[config.mk]
export PLATFORM = sky130hd
export DESIGN_NAME = ps2_host_tx
export DESIGN_NICKNAME = d
export VERILOG_FILES = /design/src/rtl/ps2_host_tx.sv
export SDC_FILE = /design/constraint.sdc
export NUM_CORES = 1
export LEC_CHECK = 0
export CORE_ASPECT_RATIO = 1.25
export CORE_MARGIN = 2
export CORE_UTILIZATION = 55
export CTS_BUF_LIST = sky130_fd_sc_hd__clkbuf_4 sky130_fd_sc_hd__clkbuf_8
export DETAILED_ROUTE_END_ITERATION = 10
export GPL_TIMING_DRIVEN = 0
export PLACE_DENSITY = 0.82
export SYNTH_ARGS = -nofsm -noshare
export SYNTH_HDL_FRONTEND = slang
export SYNTH_SLANG_ARGS = --single-unit
[constraint.sdc]
create_clock -name clk -period 2.5 [get_ports clk]
set_clock_uncertainty 0.1 [all_clocks]
set_input_delay 0.5 -clock clk [delete_from_list [all_inputs] [get_ports clk]]
set_output_delay 0.5 -clock clk [all_outputs]
set_load 0.05 [all_outputs]
[src/rtl/ps2_host_tx.sv]
// ps2_host_tx: PS/2 host-to-device command transmitter (RTS, 11-bit frame, ACK check).
// Optional watchdog over SEND/ACK is enabled by defining PS2_HOST_TX_TIMEOUT_EN.
module ps2_host_tx #(
    parameter int INHIBIT_CYCLES = 5000,
    parameter int TIMEOUT_CYCLES = 750000
) (
    input  logic       clk,
    input  logic       clrn,
    input  logic [7:0] tx_data,
    input  logic       tx_valid,
    output logic       tx_ready,
    input  logic       ps2_clk,
    input  logic       ps2_data,
    output logic       ps2_clk_oe,
    output logic       ps2_data_oe,
    output logic       busy,
    output logic       tx_done,
    output logic       tx_err
);
    localparam int IW = $clog2(INHIBIT_CYCLES + 1);
    typedef enum logic [2:0] {IDLE, INHIBIT, RTS, SEND, ACK, WAIT_IDLE} state_t;
    state_t        state_q;
    logic [2:0]    clk_sync_q;
    logic [2:0]    data_sync_q;
    logic [9:0]    sh_q;
    logic [3:0]    bitcnt_q;
    logic [IW-1:0] inh_q;
    logic          fall;
    logic          timeout;
    assign fall = clk_sync_q[2] & ~clk_sync_q[1];
`ifdef PS2_HOST_TX_TIMEOUT_EN
    logic [19:0] tmo_q;
    assign timeout = (state_q == SEND || state_q == ACK) && tmo_q == 20'(TIMEOUT_CYCLES - 1);
    // Watchdog counts only while waiting on device clock edges; cleared everywhere else (incl. RTS).
    always_ff @(posedge clk or negedge clrn)
        if (!clrn) tmo_q <= '0;
        else       tmo_q <= (state_q == SEND || state_q == ACK) ? tmo_q + 20'd1 : '0;
`else
    assign timeout = 1'b0;
`endif
    // Three-flop synchronisers for the asynchronous pad values; idle lines read as high.
    always_ff @(posedge clk or negedge clrn)
        if (!clrn) begin
            clk_sync_q  <= 3'b111;
            data_sync_q <= 3'b111;
        end else begin
            clk_sync_q  <= {clk_sync_q[1:0], ps2_clk};
            data_sync_q <= {data_sync_q[1:0], ps2_data};
        end
    // Transfer FSM with registered line drivers and status outputs.
    always_ff @(posedge clk or negedge clrn)
        if (!clrn) begin
            state_q     <= IDLE;
            tx_ready    <= 1'b1;
            busy        <= 1'b0;
            ps2_clk_oe  <= 1'b0;
            ps2_data_oe <= 1'b0;
            tx_done     <= 1'b0;
            tx_err      <= 1'b0;
            sh_q        <= '0;
            bitcnt_q    <= '0;
            inh_q       <= '0;
        end else begin
            tx_done <= 1'b0;
            tx_err  <= 1'b0;
            if (timeout) begin
                state_q     <= WAIT_IDLE;
                ps2_clk_oe  <= 1'b0;
                ps2_data_oe <= 1'b0;
                tx_err      <= 1'b1;
            end else case (state_q)
                IDLE: if (tx_valid) begin
                    state_q    <= INHIBIT;
                    tx_ready   <= 1'b0;
                    busy       <= 1'b1;
                    ps2_clk_oe <= 1'b1;
                    sh_q       <= {1'b1, ~^tx_data, tx_data};
                    bitcnt_q   <= '0;
                    inh_q      <= '0;
                end
                INHIBIT: if (inh_q == IW'(INHIBIT_CYCLES - 1)) begin
                    state_q     <= RTS;
                    ps2_data_oe <= 1'b1;
                end else inh_q <= inh_q + 1'b1;
                RTS: begin
                    state_q    <= SEND;
                    ps2_clk_oe <= 1'b0;
                end
                SEND: if (fall) begin
                    ps2_data_oe <= ~sh_q[0];
                    sh_q        <= sh_q >> 1;
                    bitcnt_q    <= bitcnt_q + 4'd1;
                    if (bitcnt_q == 4'd9) state_q <= ACK;
                end
                ACK: if (fall) begin
                    tx_done <= ~data_sync_q[2];
                    tx_err  <= data_sync_q[2];
                    state_q <= WAIT_IDLE;
                end
                WAIT_IDLE: if (clk_sync_q[2] & data_sync_q[2]) begin
                    state_q  <= IDLE;
                    tx_ready <= 1'b1;
                    busy     <= 1'b0;
                end
                default: state_q <= IDLE;
            endcase
        end
endmodule

==> metrics.txt, run 1 <==
status complete, no violations; leakage power 0.9889 nW; warnings from Yosys 0; area grow syn2layout 16.73%; clk buf depth 2; Filler cells 301; fin cells 275; CTS sink count 42; Setup-failing EPs final 0; drt drc 0; Std-Cell Rows 25; RSZ-0062 raised after global routing false; crit share post-route 0.9359; sequential fraction of the synthesis area 0.5096; WS Path Type flip-flop to flip-flop; share of cells above drive strength 1 0.1064; Synth Flop Type dfrtp_1; Die Y 72.75 um; Hold/Removal Path Class input pin to asynchronous set/reset pin; worst skew pair latency 0.29 ns; placed cells 267; Tmin final 2.340 ns; H-tree levels 2; Congestion Overflow GR 0; final instance area 2427 um2; Synth area leaders dfrtp_1, dfstp_2, mux2i_1; Post-synth EDFFs 0; vias per cell 5.916; Initial Utilization 0.5634; Synth Instances 208; Max-Cap Viols 0; Routed WL 3785 um; Worst Slack Setup Final 0.1604 ns; CP Max Fanout 8; Clock transition at path regs 0.08 ns; DP Wirelength 2767 um; leading area contributor after synthesis dfrtp_1; Yosys top cell area share 0.4212; Post-Syn Area 2079 um2; CP Capture Type flip-flop; Slew @ Worst Pin 0.9175 ns; commonest non-fill, non-tap cell in the layout dfrtp_1; CP Data Required Time 2.61 ns; Reg2Reg Depth 4; PD cells 781.0 nW/um2; routed len/inst 13.76 um; GRT Overall Usage 0.2062; DP Worst Slack -0.1066 ns; cts repair resizes 0; Async SR Flop Fraction 1.000; Mapped Nets 224; Placer Congestion 0.8788; die area 4292 um2; Synth Register Bits 42; first-pass GRT wire length 6803 um; final core occ 0.6576; post-CTS setup buffer count 0; via count 1627; initial antenna violation count 0; Hold Vio Cnt, Final 0; Startpoint Class flip-flop; Final #Nets 250; die width 59.00 um; antenna cells 0; Yosys cell types 46; core area 3691 um2; ANT nets after route 0; Storage cell area 1060 um2; CTS Buf Count 5; Avg Cell Area, Syn 9.998 um2; maximum VDD drop 0.4820 mV; Initial DRC Count 66; total iterations of the first detailed-routing run 4; CTS tree done; Final Slew Violations 0; io pins 19; area of the multi-input gates 970.9 um2; Post-DP Area 2332 um2; hold-fix buffers at CTS 0; port bufs 18; pin count of the biggest net entering global routing 24; crit path DAT 2.45 ns; max_slew headroom 0.3870; vias in the first global route 1573; Tot Pwr 1.896 mW; clk root buf clkbuf_8; most frequent cells in the layout dfrtp_1, nand2_1, o21ai_0, nor2_1, clkdlybuf4s50_1; fmax 427.4 MHz
==> state kept, by name (all words and copies together) (netlist names) <==
signal and flops:
ps2_clk_oe 1, tx_ready 1, clk_sync_q 3, sh_q 10, state_q 3, ps2_data_oe 1
inh_q 13, tx_done 1, bitcnt_q 4, tx_err 1, busy 1, data_sync_q 3
==> critical path, stage by stage, from the launching register on <==
cell	delay, ns
dfrtp_1	0.46
or4_4	0.55
nor4_1	0.63
a21oi_1	0.28
a31oi_1	0.24
==> final timing paths <==
check                                from             end  slack [ns]
setup / recovery                 inh_q[3]        inh_q[6]        0.16
max in group asynchronous            clrn   clk_sync_q[2]        1.68
setup reg to reg                 inh_q[3]        inh_q[6]        0.16
min in group clk           data_sync_q[1]  data_sync_q[2]        0.26
hold / removal                       clrn       inh_q[10]        0.06
hold reg to reg            data_sync_q[1]  data_sync_q[2]        0.26
==> synth_stat cells (2+ instances only) <==
cell type	count
a21o_1	2
a21oi_1	15
a221o_1	3
a31oi_1	2
and3_1	3
clkbuf_1	7
dfrtp_1	35
dfstp_2	7
ha_1	3
inv_1	5
mux2i_1	10
nand2_1	22
nand3_1	9
nand3b_1	2
nand4_1	3
nor2_1	18
nor2b_1	2
o21a_1	2
o21ai_0	20
o31ai_1	2
or3_1	2
or4_1	2
xnor2_1	9
==> report_power, final <==
group          switching [mW]  internal (mW)  leakage, nW
Sequential              0.111          0.817        0.518
Combinational           0.285          0.231        0.419
Clock                   0.218          0.234       0.0517
Total                   0.614           1.28        0.989
==> kinds of logic (layout without fill, tap and decap cells) <==
kind of cell,Yosys count,count (layout),synth area share
compound gates,52,52,0.1576
buf+inv,13,40,0.02347
fa+ha+maj,3,3,0.01805
simple gates,77,77,0.1955
flops,42,42,0.5096
xor+xnor,10,10,0.04212
mux,11,11,0.05355
==> cell type report <==
| type | instances | share of cell area |
|---|---|---|
| buffer | 8 | 0.01237 |
| clock buffer | 7 | 0.03711 |
| clock inverter | 1 | 0.002062 |
| inverter | 5 | 0.007732 |
| multi-input combinational | 153 | 0.4000 |
| sequential | 42 | 0.4366 |
| tap | 40 | 0.02062 |
| timing repair buffer | 19 | 0.08350 |
==> metal layers <==
metal | routed length, um | global-route usage | share of wire
met5 | 0 | 0 | 0
met4 | 59 | 0.08838 | 0.016
met3 | 132 | 0.03901 | 0.035
met2 | 1879 | 0.3444 | 0.50
met1 | 1714 | 0.2588 | 0.45
==> metrics by stage <==
| step | hold WS, ns | setup TNS [ns] |
|---|---|---|
| 2_1_floorplan | 0.1044 | 0 |
| 3_3_place_gp | 0.2472 | -7.788 |
| 3_5_place_dp | 0.2472 | -0.6174 |
| 4_1_cts | 0.08408 | 0 |
| 5_1_grt | 0.09869 | 0 |
| 6_report | 0.06166 | 0 |
Note: power is estimated with default switching activity, not from simulation.
==> run 2, diff against run 1 <==
--- a/config.mk
+++ b/config.mk
@@ -5,12 +5,13 @@
 export SDC_FILE = /design/constraint.sdc
 export NUM_CORES = 1
 export LEC_CHECK = 0
-export CORE_ASPECT_RATIO = 1.25
+export CORE_ASPECT_RATIO = 1.4
 export CORE_MARGIN = 2
 export CORE_UTILIZATION = 55
 export CTS_BUF_LIST = sky130_fd_sc_hd__clkbuf_4 sky130_fd_sc_hd__clkbuf_8
 export DETAILED_ROUTE_END_ITERATION = 10
 export GPL_TIMING_DRIVEN = 0
+export HOLD_SLACK_MARGIN = 0.08
 export PLACE_DENSITY = 0.82
 export SYNTH_ARGS = -nofsm -noshare
 export SYNTH_HDL_FRONTEND = slang
==> metrics.txt, run 2 (synthesis gave the netlist of run 1 again) <==
status complete, no violations; max_slew headroom 0.4120; Slew @ Worst Pin 0.8801 ns; max FFs per register 13; CP cell instances ha_1 -> nand2_1 -> or4b_2 -> and3_1 -> a221o_1; CTS sink count 42; most frequent cells in the layout dfrtp_1, nand2_1, o21ai_0, nor2_1, clkdlybuf4s50_1; vias in the first global route 1575; placed cells 269; Initial Utilization 0.5707; Die Y 76.76 um; die area 4296 um2; commonest non-fill, non-tap cell in the layout dfrtp_1; CTS Buf Count 5; pin count of the biggest net entering global routing 30; area grow syn2layout 17.45%; Final Slew Violations 0; Initial DRC Count 46; vias per cell 5.914; Setup-failing EPs final 0; GRT Overall Usage 0.2165; delay of the slowest critical-path stage 0.72 ns; io pins 19; via count 1644; final core occ 0.6703; drt drc 0; crit path DAT 2.35 ns; CTS tree done; H-tree levels 2; Hold Vio Cnt, Final 0; antenna cells 0; initial antenna violation count 0; Final #Nets 251; PD cells 779.5 nW/um2; Startpoint Class flip-flop; Hold/Removal Path Class flip-flop to flip-flop; share of cells above drive strength 1 0.1144; Top reg by flops inh_q; hold_sp data_sync_q[1]; Max-Cap Viols 0; clk root buf clkbuf_8; die width 55.97 um; total iterations of the first detailed-routing run 4; first-pass GRT wire length 7293 um; DP Worst Slack -0.1149 ns; worst hold endpoint data_sync_q[2]; post-CTS setup buffer count 0; Critical R2R Launch inh_q[0]; worst skew pair latency 0.30 ns; CP Capture Type flip-flop; CP bufs+invs 0; clk buf depth 2; RSZ-0062 raised after global routing false; hold-critical path depth 0; Largest regs inh_q x13, sh_q x10, bitcnt_q x4; Congestion Overflow GR 0; leakage power 0.9859 nW; fmax 442.4 MHz; Placer Congestion 0.8610; Tot Pwr 1.904 mW; crit share post-route 0.9042; Clock transition at path regs 0.08 ns; Filler cells 295; CP Max Fanout 6; Worst Slack Setup Final 0.2395 ns; CP Data Required Time 2.58 ns; CP delay by family, top simple AND/OR/NAND/NOR gates; Std-Cell Rows 26; ANT nets after route 0; Routed WL 4045 um; routed len/inst 14.55 um; critical path depth 5; core area 3643 um2; WS Path Type flip-flop to flip-flop; FF-to-FF End inh_q[12]; DP Wirelength 2960 um; Max stage delay cell, worst path or4b_2; maximum VDD drop 0.6127 mV; port bufs 18; fin cells 278; register-to-register setup slack 0.24 ns; Reg2Reg Depth 5; Tmin final 2.261 ns
run 2: worst register-to-register path, stage by stage, from the launching register on:
cell     delay, ns
dfrtp_1       0.40
ha_1          0.29
nand2_1       0.17
or4b_2        0.72
and3_1        0.21
a221o_1       0.26
run 2: routing by layer:
| metal | part of all wire | track usage | routed length [um] |
|---|---|---|---|
| met1 | 0.42 | 0.2623 | 1702 |
| met2 | 0.53 | 0.3600 | 2135 |
| met3 | 0.032 | 0.06239 | 128 |
| met4 | 0.019 | 0.08571 | 78 |
| met5 | 0 | 0 | 0 |
run 2: worst max-delay path by stage:
stage / start / end / slack, ns
CTS: inh_q[3] / inh_q[6] / 0.17
global placement: clrn / tx_err / -0.22
finish: inh_q[0] / inh_q[12] / 0.24
global route: tx_valid / sh_q[5] / 0.11
floorplan: inh_q[3] / inh_q[12] / 0.41
detailed placement: tx_valid / sh_q[7] / -0.11
run 2: report_power, final:
group | internal (mW) | total (mW) | switching [mW]
logic | 0.232 | 0.520 | 0.288
clock network | 0.222 | 0.451 | 0.230
registers | 0.817 | 0.932 | 0.116
total | 1.27 | 1.90 | 0.633
run 2: layout make-up:
cell class / count / area [um2] / share of cell area
Clock buffer: 6 / 82.58 / 0.03381
Multi-Input combinational cell: 153 / 980.9 / 0.4016
Sequential cell: 42 / 1060 / 0.4339
Tap cell: 42 / 52.55 / 0.02152
Inverter: 5 / 18.77 / 0.007684
Clock inverter: 2 / 12.51 / 0.005123
Buffer: 8 / 30.03 / 0.01230
Timing Repair Buffer: 20 / 205.2 / 0.08402
run 2: timing repair:
item                                    4_1_cts  5_1_grt
endpoints found under the hold margin        12        0
hold buffers                                  1        0
endpoints found under the setup margin        0        5
resized for setup                             0        2
run 2: per-stage QoR:
step / setup TNS (ns) / hold WS (ns) / cell area (um2)
after floorplan: 0 / 0.1044 / 2079
after global placement: -7.711 / 0.2457 / 2312
after detailed placement: -0.6695 / 0.2468 / 2327
after CTS: 0 / 0.2580 / 2432
after global routing: 0 / 0.2686 / 2442
final: 0 / 0.2573 / 2442
==> run 3, diff against run 2 <==
--- a/config.mk
+++ b/config.mk
@@ -10,9 +10,10 @@
 export CORE_UTILIZATION = 55
 export CTS_BUF_LIST = sky130_fd_sc_hd__clkbuf_4 sky130_fd_sc_hd__clkbuf_8
 export DETAILED_ROUTE_END_ITERATION = 10
+export DONT_BUFFER_PORTS = 1
 export GPL_TIMING_DRIVEN = 0
 export HOLD_SLACK_MARGIN = 0.08
-export PLACE_DENSITY = 0.82
+export PLACE_DENSITY = 0.75
 export SYNTH_ARGS = -nofsm -noshare
 export SYNTH_HDL_FRONTEND = slang
 export SYNTH_SLANG_ARGS = --single-unit
==> metrics.txt, run 3 (synthesis gave the netlist of run 1 again) <==
Std-Cell Rows 26; Clock transition at path regs 0.08 ns; ANT nets after route 0; Max-Cap Viols 0; RSZ-0062 raised after global routing false; max_slew headroom 0.3933; clk root buf clkbuf_8; area grow syn2layout 10.71%; WS Path Type flip-flop to flip-flop; maximum VDD drop 0.6986 mV; CTS Buf Count 5; Final Slew Violations 0; Startpoint Class flip-flop; initial antenna violation count 0; met2 wire len 2188 um; CP Data Required Time 2.58 ns; Placer Congestion 0.8276; top sig layer met4; vias in the first global route 1617; fmax 447.8 MHz; total iterations of the first detailed-routing run 4; Filler cells 304; commonest non-fill, non-tap cell in the layout dfrtp_1; CP Capture Type flip-flop; CP startpoint inh_q[3]; Routed WL 4109 um; PD cells 857.5 nW/um2; die area 4296 um2; register-to-register setup slack 0.27 ns; port bufs 0; met3 wire length 126 um; Met1 Wirelength 1710 um; vias per cell 6.134; Top reg by flops inh_q; antenna cells 0; Congestion Overflow GR 0; Largest regs inh_q x13, sh_q x10, bitcnt_q x4; die width 55.97 um; crit path DAT 2.31 ns; share of cells above drive strength 1 0.1136; H-tree levels 2; hold_sp clk_sync_q[0]; Setup-failing EPs final 0; GRT Overall Usage 0.2118; worst skew pair latency 0.29 ns; DP Wirelength 2885 um; Tmin final 2.233 ns; CP Max Fanout 9; Initial DRC Count 76; Initial Utilization 0.5707; clk buf depth 2; Hold/Removal Path Class flip-flop to flip-flop; status complete, no violations; max FFs per register 13; most frequent cells in the layout dfrtp_1, nand2_1, o21ai_0, nor2_1, a21oi_1; leakage power 0.9275 nW; drt drc 0; first-pass GRT wire length 7300 um; Slew @ Worst Pin 0.9082 ns; post-route setup TNS 0 ns; pin count of the biggest net entering global routing 43; Worst Slack Setup Final 0.2667 ns; Critical R2R Launch inh_q[3]; CTS sink count 42; post-CTS setup buffer count 0; CTS tree done; routed len/inst 15.68 um; via count 1607; Hold Vio Cnt, Final 0; Final #Nets 235; final core occ 0.6319; core area 3643 um2; io pins 19; DP Worst Slack 0.1496 ns; crit share post-route 0.8933; Die Y 76.76 um
[run 3: cell count changes in the layout (fill, tap and decap cells not counted), sizes merged]
cell | previous run | this run
bufinv | 0 | 1
clkbuf | 13 | 12
buf | 3 | 2
clkdlybuf4s50 | 17 | 0
dlygate4sd3 | 1 | 3
clkinvlp | 1 | 2
clkinv | 1 | 0
[run 3: worst paths after layout]
path | cells after the start | end
max in group asynchronous | 2 | data_sync_q[2]
hold reg to reg | 0 | clk_sync_q[1]
hold / removal | 0 | clk_sync_q[1]
setup reg to reg | 4 | inh_q[11]
min in group asynchronous | 2 | inh_q[12]
setup / recovery | 4 | inh_q[11]
[run 3: through the flow]
step                      cells  power (mW)  cell area, um2  hold slack, ns
after global routing        262       2.096            2302          0.2623
after global placement      250       1.385            2132          0.1055
after CTS                   260       1.974            2276         0.08286
after floorplan             208       1.297            2079          0.1044
after detailed placement    250       1.418            2132          0.1053
final                       262       1.974            2302          0.2590
[run 3: what timing repair did]
item / CTS / global route
hold endpoints to repair: 42 / 2
setup endpoints to repair: 0 / 2
hold buffers: 2 / 2
gates resized for setup: 0 / 1
[run 3: area by class of cell]
cell class / instances / area [um2] / share of cell area
plain buffers: 8 / 30.03 / 0.01304
flip-flops and latches: 42 / 1060 / 0.4603
clock inverters: 3 / 45.04 / 0.01957
inverters: 5 / 18.77 / 0.008152
well taps: 42 / 52.55 / 0.02283
clock buffers: 5 / 68.82 / 0.02989
repair buffers: 4 / 50.05 / 0.02174
multi-input cells: 153 / 977.2 / 0.4245
[run 3: routing by layer]
metal	up-vias	track usage
met4	0	0.09762
met2	34	0.3518
met3	10	0.04722
met1	791	0.2595
li1	772	-
met5	-	0
[run 3: worst max-delay path: stages (launching register included)]
cell and delay, ns:
dfrtp_1 0.47, or4_4 0.56, o41a_4 0.54, and3_1 0.19, a221o_1 0.26
[run 3: power by group]
group	internal, mW	switching, mW
sequential	0.817	0.115
clock	0.297	0.241
combinational	0.219	0.285
